--- src/rtl/systolic_feeder_pkg.sv ---
// rtl/systolic_feeder_pkg.sv - shared types, defaults and lane helpers for the systolic feeder
package systolic_feeder_pkg;

  localparam int ARR_SIZE_DEF      = 4;
  localparam int HORIZONTAL_BW_DEF = 16;
  localparam int K_W_DEF           = 16;

  typedef enum logic [1:0] {
    ST_IDLE  = 2'd0,
    ST_FEED  = 2'd1,
    ST_FLUSH = 2'd2,
    ST_DONE  = 2'd3
  } state_e;

  // Low bit of lane i inside a packed bus: lane i is [(i+1)*bw-1 : i*bw]
  function automatic int lane_lo(input int i, input int bw);
    return i * bw;
  endfunction

endpackage

--- src/rtl/systolic_feeder_if.sv ---
// rtl/systolic_feeder_if.sv - controller/stream/array bus bundle of the systolic feeder
interface systolic_feeder_if
  import systolic_feeder_pkg::*;
#(
  parameter int ARR_SIZE      = ARR_SIZE_DEF,
  parameter int HORIZONTAL_BW = HORIZONTAL_BW_DEF,
  parameter int K_W           = K_W_DEF
) ();

  localparam int BUS_W = ARR_SIZE * HORIZONTAL_BW;

  logic             i_mode;
  logic             start;
  logic [K_W-1:0]   cfg_k;
  logic             in_valid;
  logic             in_ready;
  logic [BUS_W-1:0] in_a;
  logic [BUS_W-1:0] in_b;
  logic [BUS_W-1:0] horizontal_input;
  logic [BUS_W-1:0] vertical_input;
  logic             o_mode;
  logic             busy;
  logic             tile_done;

  modport master (
    output i_mode, start, cfg_k, in_valid, in_a, in_b,
    input  in_ready, horizontal_input, vertical_input, o_mode, busy, tile_done
  );

  modport slave (
    input  i_mode, start, cfg_k, in_valid, in_a, in_b,
    output in_ready, horizontal_input, vertical_input, o_mode, busy, tile_done
  );

endinterface

--- src/rtl/systolic_feeder_skew_delay_line.sv ---
// rtl/systolic_feeder_skew_delay_line.sv - fixed-depth shift chain giving one lane its skew
module systolic_feeder_skew_delay_line #(
  parameter int DEPTH = 1,
  parameter int WIDTH = 16
) (
  input  logic             clk,
  input  logic             rst,
  input  logic [WIDTH-1:0] d_i,
  output logic [WIDTH-1:0] q_o
);

  logic [WIDTH-1:0] chain_q [DEPTH];

  // Shift every cycle; stage 0 captures the entering beat, last stage drives the array edge
  always_ff @(posedge clk or posedge rst) begin
    if (rst) begin
      for (int k = 0; k < DEPTH; k++) chain_q[k] <= '0;
    end else begin
      chain_q[0] <= d_i;
      for (int k = 1; k < DEPTH; k++) chain_q[k] <= chain_q[k-1];
    end
  end

  assign q_o = chain_q[DEPTH-1];

endmodule

--- src/rtl/systolic_feeder.sv ---
// rtl/systolic_feeder.sv - tile sequencer and diagonal skew for the systolic array input buses
module systolic_feeder
  import systolic_feeder_pkg::*;
#(
  parameter int ARR_SIZE      = ARR_SIZE_DEF,
  parameter int HORIZONTAL_BW = HORIZONTAL_BW_DEF,
  parameter int K_W           = K_W_DEF,
  parameter int FLUSH_CYCLES  = 2 * ARR_SIZE
) (
  input  logic clk,
  input  logic rst,
  systolic_feeder_if.slave bus
);

  localparam int BUS_W = ARR_SIZE * HORIZONTAL_BW;
  localparam int FC_W  = $clog2(FLUSH_CYCLES + 1);

  localparam logic [1:0] S_IDLE  = 2'(ST_IDLE);
  localparam logic [1:0] S_FEED  = 2'(ST_FEED);
  localparam logic [1:0] S_FLUSH = 2'(ST_FLUSH);
  localparam logic [1:0] S_DONE  = 2'(ST_DONE);

  localparam logic [FC_W-1:0] FLUSH_LAST = FC_W'(FLUSH_CYCLES - 1);

  logic [1:0]       state_q, state_d;
  logic [K_W-1:0]   cfg_k_q, cfg_k_d;
  logic [K_W-1:0]   beat_cnt_q, beat_cnt_d;
  logic [FC_W-1:0]  flush_cnt_q, flush_cnt_d;
  logic             mode_q, mode_d;

  logic             accept;
  logic [K_W-1:0]   beat_nxt;
  logic [BUS_W-1:0] feed_a, feed_b;
  wire  [BUS_W-1:0] h_bus;
  wire  [BUS_W-1:0] v_bus;

  assign accept   = (state_q == S_FEED) && bus.in_valid;
  assign beat_nxt = beat_cnt_q + K_W'(1);

  // Anything not accepted (bubble, flush, idle) enters the skew lines as zeros
  assign feed_a = accept ? bus.in_a : '0;
  assign feed_b = accept ? bus.in_b : '0;

  // Tile sequencing: configuration is captured only when a start is taken in IDLE
  always_comb begin
    state_d     = state_q;
    cfg_k_d     = cfg_k_q;
    mode_d      = mode_q;
    beat_cnt_d  = beat_cnt_q;
    flush_cnt_d = flush_cnt_q;
    case (state_q)
      S_IDLE: begin
        if (bus.start) begin
          cfg_k_d     = bus.cfg_k;
          mode_d      = bus.i_mode;
          beat_cnt_d  = '0;
          flush_cnt_d = '0;
          state_d     = (bus.cfg_k != '0) ? S_FEED : S_FLUSH;
        end
      end
      S_FEED: begin
        if (accept) begin
          beat_cnt_d = beat_nxt;
          if (beat_nxt == cfg_k_q) begin
            flush_cnt_d = '0;
            state_d     = S_FLUSH;
          end
        end
      end
      S_FLUSH: begin
        if (flush_cnt_q == FLUSH_LAST) state_d = S_DONE;
        else flush_cnt_d = flush_cnt_q + FC_W'(1);
      end
      S_DONE: begin
        state_d = S_IDLE;
      end
      default: begin
        state_d = S_IDLE;
      end
    endcase
  end

  // State and counter registers; reset aborts any tile in flight
  always_ff @(posedge clk or posedge rst) begin
    if (rst) begin
      state_q     <= S_IDLE;
      cfg_k_q     <= '0;
      mode_q      <= 1'b0;
      beat_cnt_q  <= '0;
      flush_cnt_q <= '0;
    end else begin
      state_q     <= state_d;
      cfg_k_q     <= cfg_k_d;
      mode_q      <= mode_d;
      beat_cnt_q  <= beat_cnt_d;
      flush_cnt_q <= flush_cnt_d;
    end
  end

  // Lane i on both buses is delayed i+1 cycles, forming the diagonal wavefront
  for (genvar i = 0; i < ARR_SIZE; i++) begin : g_lane
    systolic_feeder_skew_delay_line #(
      .DEPTH (i + 1),
      .WIDTH (HORIZONTAL_BW)
    ) u_skew_h (
      .clk (clk),
      .rst (rst),
      .d_i (feed_a[lane_lo(i, HORIZONTAL_BW) +: HORIZONTAL_BW]),
      .q_o (h_bus[lane_lo(i, HORIZONTAL_BW) +: HORIZONTAL_BW])
    );

    systolic_feeder_skew_delay_line #(
      .DEPTH (i + 1),
      .WIDTH (HORIZONTAL_BW)
    ) u_skew_v (
      .clk (clk),
      .rst (rst),
      .d_i (feed_b[lane_lo(i, HORIZONTAL_BW) +: HORIZONTAL_BW]),
      .q_o (v_bus[lane_lo(i, HORIZONTAL_BW) +: HORIZONTAL_BW])
    );
  end

  assign bus.horizontal_input = h_bus;
  assign bus.vertical_input   = v_bus;
  assign bus.in_ready         = (state_q == S_FEED);
  assign bus.busy             = (state_q == S_FEED) || (state_q == S_FLUSH);
  assign bus.tile_done        = (state_q == S_DONE);
  assign bus.o_mode           = mode_q;

endmodule

--- src/flat_wrapper.sv ---
// flat-port wrapper written by rule: the top's interface ports become plain ports
module systolic_feeder_flat import systolic_feeder_pkg::*;
#(
  parameter int ARR_SIZE      = ARR_SIZE_DEF,
  parameter int HORIZONTAL_BW = HORIZONTAL_BW_DEF,
  parameter int K_W           = K_W_DEF,
  parameter int FLUSH_CYCLES  = 2 * ARR_SIZE
)
  (clk, rst, bus_i_mode, bus_start, bus_cfg_k, bus_in_valid, bus_in_a, bus_in_b, bus_in_ready, bus_horizontal_input, bus_vertical_input, bus_o_mode, bus_busy, bus_tile_done);
  systolic_feeder_if #(.ARR_SIZE(ARR_SIZE), .HORIZONTAL_BW(HORIZONTAL_BW), .K_W(K_W)) bus_i ();
  input  logic clk;
  input  logic rst;
  input wire logic [$bits(bus_i.i_mode)-1:0] bus_i_mode;
  input wire logic [$bits(bus_i.start)-1:0] bus_start;
  input wire logic [$bits(bus_i.cfg_k)-1:0] bus_cfg_k;
  input wire logic [$bits(bus_i.in_valid)-1:0] bus_in_valid;
  input wire logic [$bits(bus_i.in_a)-1:0] bus_in_a;
  input wire logic [$bits(bus_i.in_b)-1:0] bus_in_b;
  output wire logic [$bits(bus_i.in_ready)-1:0] bus_in_ready;
  output wire logic [$bits(bus_i.horizontal_input)-1:0] bus_horizontal_input;
  output wire logic [$bits(bus_i.vertical_input)-1:0] bus_vertical_input;
  output wire logic [$bits(bus_i.o_mode)-1:0] bus_o_mode;
  output wire logic [$bits(bus_i.busy)-1:0] bus_busy;
  output wire logic [$bits(bus_i.tile_done)-1:0] bus_tile_done;
  assign bus_i.i_mode = bus_i_mode;
  assign bus_i.start = bus_start;
  assign bus_i.cfg_k = bus_cfg_k;
  assign bus_i.in_valid = bus_in_valid;
  assign bus_i.in_a = bus_in_a;
  assign bus_i.in_b = bus_in_b;
  assign bus_in_ready = bus_i.in_ready;
  assign bus_horizontal_input = bus_i.horizontal_input;
  assign bus_vertical_input = bus_i.vertical_input;
  assign bus_o_mode = bus_i.o_mode;
  assign bus_busy = bus_i.busy;
  assign bus_tile_done = bus_i.tile_done;
  systolic_feeder #(.ARR_SIZE(ARR_SIZE), .HORIZONTAL_BW(HORIZONTAL_BW), .K_W(K_W), .FLUSH_CYCLES(FLUSH_CYCLES)) u_core (.clk(clk), .rst(rst), .bus(bus_i));
endmodule
--- config.mk ---
export PLATFORM = sky130hd
export DESIGN_NAME = systolic_feeder_flat
export DESIGN_NICKNAME = d
export VERILOG_FILES = /design/src/rtl/systolic_feeder_pkg.sv /design/src/rtl/systolic_feeder_if.sv /design/src/rtl/systolic_feeder_skew_delay_line.sv /design/src/rtl/systolic_feeder.sv /design/src/flat_wrapper.sv
export SDC_FILE = /design/constraint.sdc
export NUM_CORES = 1
export LEC_CHECK = 0
export ABC_CLOCK_PERIOD_IN_PS = 12600
export BUFFER_PORTS_ARGS = -buffer_cell sky130_fd_sc_hd__buf_2
export CAP_MARGIN = 20
export CORE_ASPECT_RATIO = 0.6
export CORE_MARGIN = 2
export CORE_UTILIZATION = 50
export DETAILED_ROUTE_END_ITERATION = 8
export PLACE_DENSITY_LB_ADDON = 0.25
export REMOVE_ABC_BUFFERS = 1
export SYNTH_ARGS = -nofsm -noshare
export SYNTH_HDL_FRONTEND = slang
export SYNTH_SLANG_ARGS = --single-unit
--- constraint.sdc ---
create_clock -name clk -period 12.6 [get_ports clk]
set_input_delay 1.26 -clock clk [delete_from_list [all_inputs] [get_ports clk]]
set_output_delay 1.26 -clock clk [all_outputs]
set_load 0.05 [all_outputs]
Yosys cells after proc, flatten, opt, wreduce, memory -nomap -nowiden:

Index checks and enable logic that the tools add are counted.

* logic and storage cells: 63
* bits of input ports: 149
* bits in registers: 359
* output and inout port bits: 132

* reductions and logical operators: 10
* $add $sub $neg: 2
* equality and inequality tests: 10
* mux-type cells: 16

Operator list (number)
* $mux 64: 2
* $mux 16: 2
* $pmux 16 s2: 1
* $add 16x1->16 const B: 1
* $eq 16x16->1: 1
* $mux 4: 4
* $reduce_bool 16->1: 1
* $pmux 4 s3: 1
* $mux 2: 5
* $pmux 2 s4: 1
* $ne 2x1->1 const B: 3
* $reduce_and 5->1: 1
* $add 4x1->4 const B: 1
* $eq 2x2->1 const B: 2
* $eq 4x3->1 const B: 1
* $ne 2x2->1 const B: 2
* $reduce_and 4->1: 1
* $reduce_and 3->1: 1
* $reduce_bool 3->1: 1
* $eq 2x1->1 const B: 1
* $logic_not 2->1: 1
* $reduce_and 2->1: 1
* $reduce_bool 2->1: 1
* $logic_and 1x1->1: 1
* $logic_or 1x1->1: 1

Logic depth before layout (Yosys ltp):

* depth in word-level cells: 5
* depth in mapped cells: 9
* depth with buffers taken out: 9

Modules after synthesis:

From an unflattened synthesis, not the netlist that was laid out.

* cell total of the unflattened synthesis: 823
* area total of the unflattened synthesis: 12070.3 um^2

By module, submodules not included
* systolic_feeder_skew_delay_line at u_core.g_lane[3].u_skew_h ...: area an instance 1725.4 um^2, cells an instance 81, instances 2
* systolic_feeder: area an instance 3311.9 um^2, cells an instance 399, instances 1
* systolic_feeder_skew_delay_line at u_core.g_lane[2].u_skew_h ...: area an instance 1325.0 um^2, cells an instance 65, instances 2
* systolic_feeder_skew_delay_line at u_core.g_lane[1].u_skew_h ...: area an instance 924.6 um^2, cells an instance 49, instances 2
* systolic_feeder_skew_delay_line at u_core.g_lane[0].u_skew_h ...: area an instance 404.1 um^2, cells an instance 17, instances 2

Worst setup path before layout:

No wires, ideal clock.

* path type: input-to-reg
* start point: input port bus_start
* end point: register u_core.flush_cnt_q[0]
* data arrival time: 2733 ps
* path buffers: 0
* setup time: 124 ps
* required time: 12476 ps
* slack: 9743 ps
* stages on the path: 7
* cell sequence: nand2b_1 > nand3_1 > a2111oi_0 > nand3_1 > nor4b_4 > o21ai_2 > a211o_1

* cells in the longest elaborated chain, start to end: 2

RTL lines
* start, declared: RTL line flat_wrapper.sv:14 `input wire logic [$bits(bus_i.start)-1:0] bus_start;`
* $ne 2x2->1 (no line)
* $reduce_and 5->1 (no line)
* end signal, assigned: RTL line systolic_feeder.sv:96 `flush_cnt_q <= flush_cnt_d;`
* end, declared: RTL line systolic_feeder.sv:28 `logic [FC_W-1:0] flush_cnt_q, flush_cnt_d;`

No other way between the ends.
A chain may end at the register's enable or synchronous reset.

Worst setup path in the final report:

* start point: register u_core.state_q[1]
* end point: output port bus_in_ready

* cells in the longest elaborated chain, start to end: 1

RTL lines
* start, declared: RTL line systolic_feeder.sv:25 `logic [1:0] state_q, state_d;`
* start signal, assigned: RTL line systolic_feeder.sv:92 `state_q <= state_d;`
* $eq 2x1->1: RTL line systolic_feeder.sv:125 `assign bus.in_ready = (state_q == S_FEED);`
* end, declared: RTL line flat_wrapper.sv:19 `output wire logic [$bits(bus_i.in_ready)-1:0] bus_in_ready;`

No other way between the ends.

==> results.cfg <==
[placed_design]
gp_congestion = 0.873
io_buffer_count = 280
dpl_worst_slack_ns = 9.21
post-dp-hpwl_um = 15700

[finish]
fin_nets = 1176
final_core_util = 0.593
layout-drive-gt1-share = 0.350
area_growth_syn_to_layout_pct = 17.4
antenna_cells = 0
mostFrequentLayoutCells = dfrtp_1 (359), buf_2 (279), and3_1 (134), clkbuf_16 (31), o21ai_0 (26)
layout.cells.most_common = dfrtp_1

[clocking]
clock_sinks = 359
cts_hold_buf = 0
cts_max_path_buffers = 3
cts_tree = built
ctsRootBufferMaster = clkbuf_16
htree_levels = 1
postCtsSetupBuffers = 0
post_cts_resized = 0
cts_buffers = 31
clkLatencyLatePin_ns = 0.56
path_clk_slew_ns = 0.07

[sta]
period_share = 0.258
setup_slack_ns = 9.35
hold_viol = 0
worst_pin_slew_ns = 0.967
fin_crit_ns = 3.25
setup_tns_ns = 0
drv_slew = 0
max_slew_margin = 0.355
rsz0062_at_grt = false
setup_viol_count_final = 0
fmax_ghz = 0.308
whs_ns = 0.341
skew_ns = 0.0153

[yosys]
synth_top_family_by_area = simple AND/OR/NAND/NOR gates
synth-edff-count = 0
synth_xor_area_frac = 0.0144
synth_compound_area_frac = 0.0303
synthesis.area_mm2 = 0.0121
ys_seq_area_frac = 0.741
yosys-mux-area-fraction = 0.0192
synth-main-ff-cell = dfrtp_1
ys_warn_count = 0
synth_cell_type_count = 49
syn_avg_cell_area_um2 = 14.5
synth_top_area_frac = 0.741
synth_fa_ha_area_frac = 0.00722
ys_seq_elements = 359
synth_area_leaders = dfrtp_1 (74%), and3_1 (6.9%), buf_4 (6.3%)
async_flop_share = 1.00
synth-simple-area-share = 0.111
netlist_instances = 837
synth.largest_area_cell = dfrtp_1

[floorplan]
ioPinCount = 281
die-height_um = 125
num_rows = 44
initial_core_util = 0.505
die_w_um = 205
core_area_mm2 = 0.0240
dieArea_mm2 = 0.0256

[route]
routed_wire_length_per_instance_um = 17.5
drt_drc_violations_left = 0
finalWirelength_um = 23900
dr.pass1.iters = 4
routed-via-count = 6791
vias_per_cell = 4.97
antenna_left = 0
drtIter0Drc = 359

[pwr]
peakVddDrop_v = 0.000120
cellPowerDensity_mw_per_mm2 = 222
switching_share = 0.317
seq_power_share = 0.451
power_switching_mw = 1.00
p_leak_nw = 7.97
clkPwrFrac = 0.320
intPower_mw = 2.16
comb_power_share = 0.228

[global_routing]
grt_pass1_vias = 6759
grt_use_total = 0.191
grt-ovfl-total = 0
antenna_found_initial = 8
grt_max_degree = 121
grt_pass1_wl_um = 37700

[setup_path]
reg2reg_depth = 7
cp-end-kind = output pin
cp-start-kind = register
r2r_setup_slack_ns = 9.41
r2r-end = u_core.beat_cnt_q[15]
path_max_fanout = 51
worstPathArrival_ns = 1.99
startpoint = u_core.state_q[1]
crit_type = reg2out
critPathCapture = bus_in_ready
crit_required_ns = 11.34
timing.rr.start = u_core.state_q[1]

[outcome]
status = complete, no violations

[job]
maxCapViolations = 0

[worst_hold_path]
hold_path_class = reg2reg
metrics by stage:
step / cell area [µm²] / cells / power (mW)
floorplan: 11200 / 701 / 1.95
global placement: 13100 / 1308 / 2.16
detailed placement: 13100 / 1308 / 2.17
CTS: 14200 / 1365 / 3.20
global route: 14200 / 1366 / 3.32
finish: 14200 / 1366 / 3.16
worst min path at each step:
stage / slack, ns / endpoint / depth (start not counted) / startpoint
after floorplan: 0.33 / u_core.g_lane[1].u_skew_h.q_o[0] / 0 / u_core.g_lane[1].u_skew_h.chain_q[16]
after global placement: 0.33 / u_core.g_lane[3].u_skew_v.chain_q[32] / 0 / u_core.g_lane[3].u_skew_v.chain_q[48]
after detailed placement: 0.33 / u_core.g_lane[2].u_skew_h.chain_q[20] / 0 / u_core.g_lane[2].u_skew_h.chain_q[36]
after CTS: 0.34 / u_core.g_lane[3].u_skew_v.chain_q[22] / 0 / u_core.g_lane[3].u_skew_v.chain_q[38]
after global routing: 0.35 / u_core.g_lane[2].u_skew_h.chain_q[30] / 0 / u_core.g_lane[2].u_skew_h.chain_q[46]
final: 0.34 / u_core.g_lane[3].u_skew_v.chain_q[22] / 0 / u_core.g_lane[3].u_skew_v.chain_q[38]
critical path, cell delays in order (launching register included):
cell	delay [ns]
dfrtp_1	0.40
inv_1	0.17
ha_4	0.48
buf_2	0.39
layer usage:
layer	share of wire	GRT usage
met1	0.45	0.285
met4	0.011	0.0377
met5	0.0023	0
met3	0.11	0.0740
met2	0.43	0.268
sequential cells by signal, summed over array words and instances, names as in the netlist:
register / cells
u_core.bus.o_mode: 1
u_core.cfg_k_q: 16
u_core.g_lane.u_skew_v.q_o: 64
u_core.g_lane.u_skew_h.q_o: 64
u_core.beat_cnt_q: 16
u_core.flush_cnt_q: 4
u_core.g_lane.u_skew_h.chain_q: 96
u_core.state_q: 2
u_core.g_lane.u_skew_v.chain_q: 96
kinds of logic after synthesis:
kind of cell | count (synthesis)
buffers and inverters | 147
adders and majority gates | 7
and+or+nand+nor | 227
DFF | 359
xor gates and xnor gates | 20
AOI/OAI and AO/OA | 56
muxes | 21
layout make-up:
cell class | instances | area [µm²]
tap | 322 | 403
sequential | 359 | 8980
fill | 1907 | 9770
clock inverter | 12 | 216
timing repair buffer | 286 | 1470
clock buffer | 45 | 888
inverter | 11 | 48.8
multi-input combinational | 331 | 2230
cell usage after synthesis, types with 5 or more instances:
cell type  instances
dfrtp_1          359
and3_1           134
buf_4            101
clkbuf_1          34
o21ai_0           26
nand2_1           23
nor2_1            20
mux2_2            18
nand3_1           12
xnor2_1           12
inv_1             11
nor4_1             9
xor2_1             8
ha_1               7
o31ai_1            6
nand4_1            5
power groups by stage:
stage	clock network, mW	registers (mW)	logic [mW]
floorplan	0	1.67	0.277
global placement	0	1.44	0.717
detailed placement	0	1.45	0.723
CTS	1.04	1.43	0.725
global route	1.10	1.45	0.775
finish	1.01	1.43	0.721
No activity file was read; power rests on OpenSTA's default activity.
